--- src/rtl/reg_readout.sv ---
// Read side of the R0/R1 register file: OUT/DUMP opcodes snapshot R0/R1 into a FWFT byte FIFO.
// Latency: a byte is visible on out_data one cycle after its command; DUMP's R1 byte one cycle later.
// Backpressure: out_valid/out_ready stream; pushes into a full FIFO without a same-cycle pop are dropped and counted.
module reg_readout #(
    parameter int DEPTH = 4,
    parameter int CNT_W = 8
) (
    input  logic                     clock,
    input  logic                     reset_n,
    input  logic                     ena,
    input  logic [2:0]               opcode,
    input  logic [7:0]               r0_in,
    input  logic [7:0]               r1_in,
    output logic [7:0]               out_data,
    output logic                     out_valid,
    input  logic                     out_ready,
    output logic                     busy,
    output logic [$clog2(DEPTH):0]   level,
    output logic [CNT_W-1:0]         drop_cnt,
    input  logic                     drop_clr
);

    localparam int PTR_W = $clog2(DEPTH);
    localparam int LVL_W = PTR_W + 1;
    localparam logic [LVL_W-1:0] L_DEPTH = LVL_W'(DEPTH);
    localparam logic [CNT_W:0]   L_CNT_MAX = {1'b0, {CNT_W{1'b1}}};

    typedef enum logic {S_IDLE, S_DUMP2} state_t;

    state_t             r_state;
    logic               r_busy;
    logic [7:0]         r_hold;
    logic [7:0]         r_mem [DEPTH];
    logic [PTR_W-1:0]   r_rd_ptr;
    logic [PTR_W-1:0]   r_wr_ptr;
    logic [LVL_W-1:0]   r_level;
    logic [7:0]         r_last;
    logic [CNT_W-1:0]   r_drop;

    logic               w_cmd_q;
    logic               w_pop;
    logic               w_push_req;
    logic [7:0]         w_push_dat;
    logic               w_cmd_drop;
    logic               w_start_dump;
    logic               w_push_ok;
    logic               w_push_rej;
    logic [1:0]         w_drop_n;
    logic [CNT_W-1:0]   w_drop_base;
    logic [CNT_W:0]     w_drop_sum;

    // Command decode and push arbitration; DUMP2 owns the push slot for the held R1 byte
    always_comb begin
        w_cmd_q      = ena && (opcode == 3'b100 || opcode == 3'b101 || opcode == 3'b110);
        w_pop        = (r_level != '0) && out_ready;
        w_push_req   = 1'b0;
        w_push_dat   = r0_in;
        w_cmd_drop   = 1'b0;
        w_start_dump = 1'b0;
        if (r_state == S_DUMP2) begin
            w_push_req = 1'b1;
            w_push_dat = r_hold;
            w_cmd_drop = w_cmd_q;
        end else if (w_cmd_q) begin
            w_push_req   = 1'b1;
            w_push_dat   = (opcode == 3'b101) ? r1_in : r0_in;
            w_start_dump = (opcode == 3'b110);
        end
        w_push_ok   = w_push_req && ((r_level < L_DEPTH) || w_pop);
        w_push_rej  = w_push_req && !w_push_ok;
        w_drop_n    = {1'b0, w_cmd_drop} + {1'b0, w_push_rej};
        w_drop_base = drop_clr ? '0 : r_drop;
        w_drop_sum  = (CNT_W+1)'(w_drop_base) + (CNT_W+1)'(w_drop_n);
    end

    // DUMP sequencer: latch R1 on the first beat so both bytes come from the same cycle
    always_ff @(posedge clock or negedge reset_n) begin
        if (!reset_n) begin
            r_state <= S_IDLE;
            r_busy  <= 1'b0;
            r_hold  <= 8'h00;
        end else begin
            case (r_state)
                S_IDLE: begin
                    if (w_start_dump) begin
                        r_state <= S_DUMP2;
                        r_busy  <= 1'b1;
                        r_hold  <= r1_in;
                    end
                end
                default: begin
                    r_state <= S_IDLE;
                    r_busy  <= 1'b0;
                end
            endcase
        end
    end

    // FIFO storage and pointers; r_last keeps out_data stable once the FIFO runs dry
    always_ff @(posedge clock or negedge reset_n) begin
        if (!reset_n) begin
            r_rd_ptr <= '0;
            r_wr_ptr <= '0;
            r_level  <= '0;
            r_last   <= 8'h00;
            for (int i = 0; i < DEPTH; i++) begin
                r_mem[i] <= 8'h00;
            end
        end else begin
            if (w_pop) begin
                r_last   <= r_mem[r_rd_ptr];
                r_rd_ptr <= r_rd_ptr + PTR_W'(1);
            end
            if (w_push_ok) begin
                r_mem[r_wr_ptr] <= w_push_dat;
                r_wr_ptr        <= r_wr_ptr + PTR_W'(1);
            end
            r_level <= r_level + LVL_W'(w_push_ok) - LVL_W'(w_pop);
        end
    end

    // Saturating drop counter; a clear and a drop together leave only the new drops
    always_ff @(posedge clock or negedge reset_n) begin
        if (!reset_n) begin
            r_drop <= '0;
        end else if (w_drop_sum > L_CNT_MAX) begin
            r_drop <= {CNT_W{1'b1}};
        end else begin
            r_drop <= w_drop_sum[CNT_W-1:0];
        end
    end

    assign out_valid = (r_level != '0);
    assign out_data  = out_valid ? r_mem[r_rd_ptr] : r_last;
    assign busy      = r_busy;
    assign level     = r_level;
    assign drop_cnt  = r_drop;

endmodule

--- config.mk ---
export PLATFORM = sky130hd
export DESIGN_NAME = reg_readout
export DESIGN_NICKNAME = d
export VERILOG_FILES = /design/src/rtl/reg_readout.sv
export SDC_FILE = /design/constraint.sdc
export NUM_CORES = 1
export LEC_CHECK = 0
export CORE_ASPECT_RATIO = 1.1
export CORE_UTILIZATION = 30
export CTS_CLUSTER_SIZE = 28
export DETAILED_ROUTE_END_ITERATION = 8
export HOLD_SLACK_MARGIN = 0.12
export PLACE_DENSITY = 0.59
export SETUP_SLACK_MARGIN = 0.4
export SYNTH_ARGS = -nofsm -noshare
export SYNTH_HDL_FRONTEND = slang
export SYNTH_SLANG_ARGS = --single-unit
--- constraint.sdc ---
create_clock -name clock -period 8.1 [get_ports clock]
set_clock_uncertainty 0.05 [all_clocks]
set_input_delay 2.025 -clock clock [delete_from_list [all_inputs] [get_ports clock]]
set_output_delay 2.025 -clock clock [all_outputs]
set_load 0.01 [all_outputs]
Word-level counts from Yosys, hierarchy flattened
Index checks and enable logic that the tools add are counted.
Widths: inputs -> output; s select.
- input bits: 24
- ROM bits: 0
- output and inout port bits: 21
- register bits after elaboration: 65
- memories: 0
- logic and storage cells: 62
- bits in writable memories: 0
- bits in latches: 0
- divide/modulo/power cells: 0
- $lt $le $gt $ge: 5
- multiplexer cells: 21
- $add $sub $neg: 6
- shifts and indexed selects: 0
- reductions and logical operators: 12
- $mul: 0
- eq/ne operators: 3
- bitwise operators: 3
- operators by type and width (operator ; count):
    $mux 8 ; 9
    $bwmux 32 ; 1
    $bmux 8 s2 ; 1
    $demux 8 s2 ; 1
    $add 8x2->9 ; 1
    $eq 3x3->1 const B ; 3
    $gt 9x8->1 const B ; 1
    $mux 1 ; 9
    $ge 3x3->1 const B ; 2
    $not 2->3 ; 2
    $logic_and 1x1->1 ; 5
    $add 2x1->2 const B ; 2
    $add 3x1->3 ; 1
    $logic_or 1x1->1 ; 3
    $lt 3x1->1 const B ; 1
    $lt 3x3->1 const B ; 1
    $reduce_bool 3->1 ; 1
    $sub 3x1->3 ; 1
    $add 1x1->2 ; 1
    $reduce_and 2->1 ; 1
    $reduce_bool 2->1 ; 1
    $logic_not 1->1 ; 1
    $not 1->1 ; 1

Logic depth before layout (Yosys ltp)
- depth in word-level cells: 13
- gate-level depth with buffers: 11

Least setup slack after synthesis
OpenSTA, ideal clock, no wires.
- kind: in2reg
- start point: in out_ready
- end point: reg r_drop[0] (netlist: drop_cnt[0])
- arrival: 4.038 ns
- setup slack: 3.930 ns
- library setup time: 0.083 ns
- cell stages on the path: 11
- path through: or2b_1 -> clkbuf_1 -> clkbuf_1 -> nand2b_1 -> fa_1 -> inv_1 -> ha_1 -> clkbuf_1 -> inv_1 -> or2_2 -> o21ai_0
- cells in the longest elaborated chain, start to end: 9
- ends and longest elaborated chain (what ; line ; RTL):
    from (decl) ; 16 ; input logic out_ready,
    $logic_and 1x1->1 (*) ; 55 ; w_pop = (r_level != '0) && out_ready;
    $logic_or 1x1->1 (*) ; 69 ; w_push_ok = w_push_req && ((r_level < L_DEPTH) || w_pop);
    $logic_and 1x1->1 (*) ; 69 ;
    $logic_not 1->1 (*) ; 70 ; w_push_rej = w_push_req && !w_push_ok;
    $logic_and 1x1->1 (*) ; 70 ;
    $add 1x1->2 (*) ; 71 ; w_drop_n = {1'b0, w_cmd_drop} + {1'b0, w_push_rej};
    $add 8x2->9 (*) ; 73 ; w_drop_sum = (CNT_W+1)'(w_drop_base) + (CNT_W+1)'(w_drop_n);
    $gt 9x8->1 ; 126 ; end else if (w_drop_sum > L_CNT_MAX) begin
    $mux 8 (*) ; 126 ;
    to (signal assigned) ; 127 ; r_drop <= {CNT_W{1'b1}};
    to (signal assigned) ; 129 ; r_drop <= w_drop_sum[CNT_W-1:0];
    to (decl) ; 38 ; logic [CNT_W-1:0] r_drop;
Every way passes the cells marked *; elsewhere a longest branch is shown, timed or not.
A chain may end at the register's enable or synchronous reset.

Worst setup path in the final report
- start point: reg r_rd_ptr[0]
- end point: out out_data[6]
- cells in the longest elaborated chain, start to end: 5
- ends and longest elaborated chain (what ; line ; RTL):
    from (decl) ; 34 ; logic [PTR_W-1:0] r_rd_ptr;
    from (signal assigned) ; 112 ; r_rd_ptr <= r_rd_ptr + PTR_W'(1);
    $not 2->3 (implied by the code) ; 134 ; assign out_data = out_valid ? r_mem[r_rd_ptr] : r_last;
    $bmux 8 s2 ; 134 ;
    $mux 8 (implied by the code) (2 in a row) ; 134 ;
    $mux 8 ; 134 ;
    to (decl) ; 14 ; output logic [7:0] out_data,
No other way between the ends. The select of a mux whose other input is x is not followed.

==> impl_metrics.csv <==
group,metric,value,unit
cells_and_area,diodes,0,
logic_synthesis,yosysMostFrequentCell,"dfrtp_1",
clock_tree,worstSkewPairLatency,340,ps
route,via_count,2076,
worst_setup_path,cp_data_arrival_time,2450,ps
worst_setup_path,ff2ff_setup_slack,5430,ps
route,finalWirelength,6.615,mm
timing,setup_tns,0,ps
logic_synthesis,avgSynthCellArea,13.31,um^2
clock_tree,postCtsSetupRepairBufs,0,
grt,grt_pass1_wl,11.23,mm
logic_synthesis,yosysSeqAreaShare,51.36,%
grt,antenna_found_initial,0,
timing,hold_viol,0,
die,initial_utilization,31.42,%
clock_tree,cts_inserted_buffers,9,
pwr,p_total,1.377,mW
placed_design,dp_hpwl,4.438,mm
worst_setup_path,worst_ep_required_time,6030,ps
grt,grt_pass1_vias,2091,
worst_setup_path,r2r_start,"level[1]",
grt,grt_max_degree,66,
pwr,ir_drop,116.9,uV
die,die_w,99.96,um
placed_design,port_buffers,44,
logic_synthesis,ys_types,42,
route,top_layer_used,"met4",
logic_synthesis,syn_inst,238,
logic_synthesis,synth.area.top_cells,"dfrtp_1 51%, mux2_2 8.9%, o2bb2ai_1 8.9%",
logic_synthesis,syn_nets,271,
logic_synthesis,ys_top_cells_by_count,"65 x dfrtp_1, 32 x o2bb2ai_1, 25 x mux2_2, 10 x nand2b_1, 9 x inv_1",
clock_tree,cts_max_level,3,
timing,slew_headroom,44.12,%
route,wl_met1,3.370,mm
run,max-cap-violations,0,
placed_design,placed_area,3714,um^2
worst_setup_path,path_buf_inv,1,
logic_synthesis,synth_edf_count,0,
worst_setup_path,critPathMaxFanout,10,
worst_setup_path,cp_top_family,"multiplexers",
route,wl_met3,348,um
worst_setup_path,critical_path_class,"flip-flop to output port",
die,dieHeight,109.8,um
logic_synthesis,synth_ff_type,"dfrtp_1",
route,dr.pass1.iters,4,
clock_tree,cts_sinks,65,
timing,grt_setup_unrepaired,"no",
route,drt_iter0_markers,129,
route,avgRoutedWirePerCell,15.49,um
logic_synthesis,yosys_register_bits,65,
die,io_pins,45,
cells_and_area,fin_util,39.01,%
worst_setup_path,crit_chain,"mux4_2, mux2_2, clkdlybuf4s50_1",
grt,track_usage,13.47,%
clock_tree,cts_resized,0,
timing,min_period,4529,ps
logic_synthesis,yosysTopAreaCell,"dfrtp_1",
route,route.met2.wl,2.830,mm
die,dieArea,10970,um^2
logic_synthesis,postSynth.asyncResetShare,100.0,%
clock_tree,ctsHoldBuffers,0,
worst_setup_path,critPathLaunch,"r_rd_ptr[0]",
worst_setup_path,slowest_delay,720,ps
pwr,p_leak,1.594,nW
cells_and_area,final_nets,315,
timing,final-setup-viol-count,0,
timing,fmax,220.8,MHz
worst_setup_path,end_kind,"output port",
die,core,10080,um^2
die,std_cell_rows,38,
cells_and_area,layout-drive-gt1-share,21.95,%
pwr,cellPowerDensity,350.3,nW/um^2
cells_and_area,syn_to_final_growth,24.18,%
timing,fin_hold_ws,437.1,ps
cells_and_area,stdcell_area,3933,um^2
timing,tightest_slew,838.2,ps
hold_path,worstHoldStart,"r_mem[2]",
logic_synthesis,synth_area,3167,um^2
grt,grt-ovfl-total,0,
worst_setup_path,startpoint_type,"flip-flop",
clock_tree,clk_pin_slew,80,ps
route,vias_per_cell,4.862,
clock_tree,cts-root-buf,"clkbuf_8",
route,post-route-drc-count,0,
run_status,outcome,"finished clean",
route,ant_nets,0,
logic_synthesis,synth.top_cell.area_share,51.36,%
hold_path,hp-class,"flip-flop to flip-flop",
worst_setup_path,slowest_stage,"dfrtp_1",
placed_design,gp_congestion,0.7451,
timing,fin_crit_sh,55.91,%
clock_tree,cts_tree,"built",
logic_synthesis,yosysWarnings,0,
timing,slew_viol_final,0,
clock_tree,clockBufferDepth,2,
path summary, 6_finish.rpt:
path,to,cells past startpoint
setup / recovery,out_data[6],3
hold / removal,r_mem[2],1
setup reg to reg,level[2],9
hold reg to reg,r_mem[2],1
max in group asynchronous,r_mem[12],2
min in group asynchronous,level[1],2
state kept, by name (all words and copies together) (netlist names):
| name | flops |
|---|---|
| drop_cnt | 8 |
| r_mem | 32 |
| level | 3 |
| r_last | 8 |
| r_wr_ptr | 2 |
| busy | 1 |
| r_hold | 8 |
| r_rd_ptr | 2 |
| r_state | 1 |
worst reg2reg max path, delay by kind of cell (launching register included):
kind | cells | cell delay, ps
AND/OR/NAND/NOR | 2 | 890
adder cells (fa/ha/maj) | 3 | 800
flip-flops | 1 | 440
XOR/XNOR | 2 | 320
buffers and inverters | 2 | 100
routing by layer:
| metal | track usage (%) | up-vias |
|---|---|---|
| li1 | - | 979 |
| met2 | 18.77 | 73 |
| met5 | 0 | - |
| met3 | 4.323 | 7 |
| met1 | 19.94 | 1017 |
| met4 | 3.466 | 0 |
cells by family after synthesis:
logic type / count (synthesis) / synth area share (%)
xor+xnor: 7 / 1.936
mux: 40 / 17.90
fa+ha+maj: 9 / 4.030
buf+inv: 21 / 3.319
compound gates: 53 / 13.47
simple gates: 43 / 7.982
flops: 65 / 51.36
area by class of cell:
cell class,count,area (um^2)
well taps,140,175.2
clock inverters,7,95.09
fillers,991,6147
inverters,9,33.78
flip-flops and latches,65,1627
multi-input cells,152,1435
clock buffers,9,123.9
repair buffers,45,442.9
cells in the final DEF (no fill, tap or decap), types with 4 or more instances in the layout:
cell type,instances
a21oi_1,4
clkbuf_8,9
clkdlybuf4s50_1,43
dfrtp_1,65
ha_1,7
inv_1,9
mux2_2,25
mux2_4,7
mux4_2,8
nand2_1,6
nand2b_1,10
nand3_1,8
o211ai_1,7
o2bb2ai_1,32
xnor2_1,5
per-stage QoR:
stage          setup WS [ps]  instances
2_1_floorplan           3930        238
3_3_place_gp            3533        411
3_5_place_dp            3467        411
4_1_cts                 3515        427
5_1_grt                 3449        427
6_report                3571        427
where the power goes:
group / total, mW / leakage, nW / internal (mW) / switching, mW
registers: 0.546 / 0.817 / 0.450 / 0.0962
clock network: 0.302 / 0.109 / 0.173 / 0.129
logic: 0.529 / 0.668 / 0.332 / 0.197
total: 1.38 / 1.59 / 0.956 / 0.422
Power figures use the tool's default switching activity.
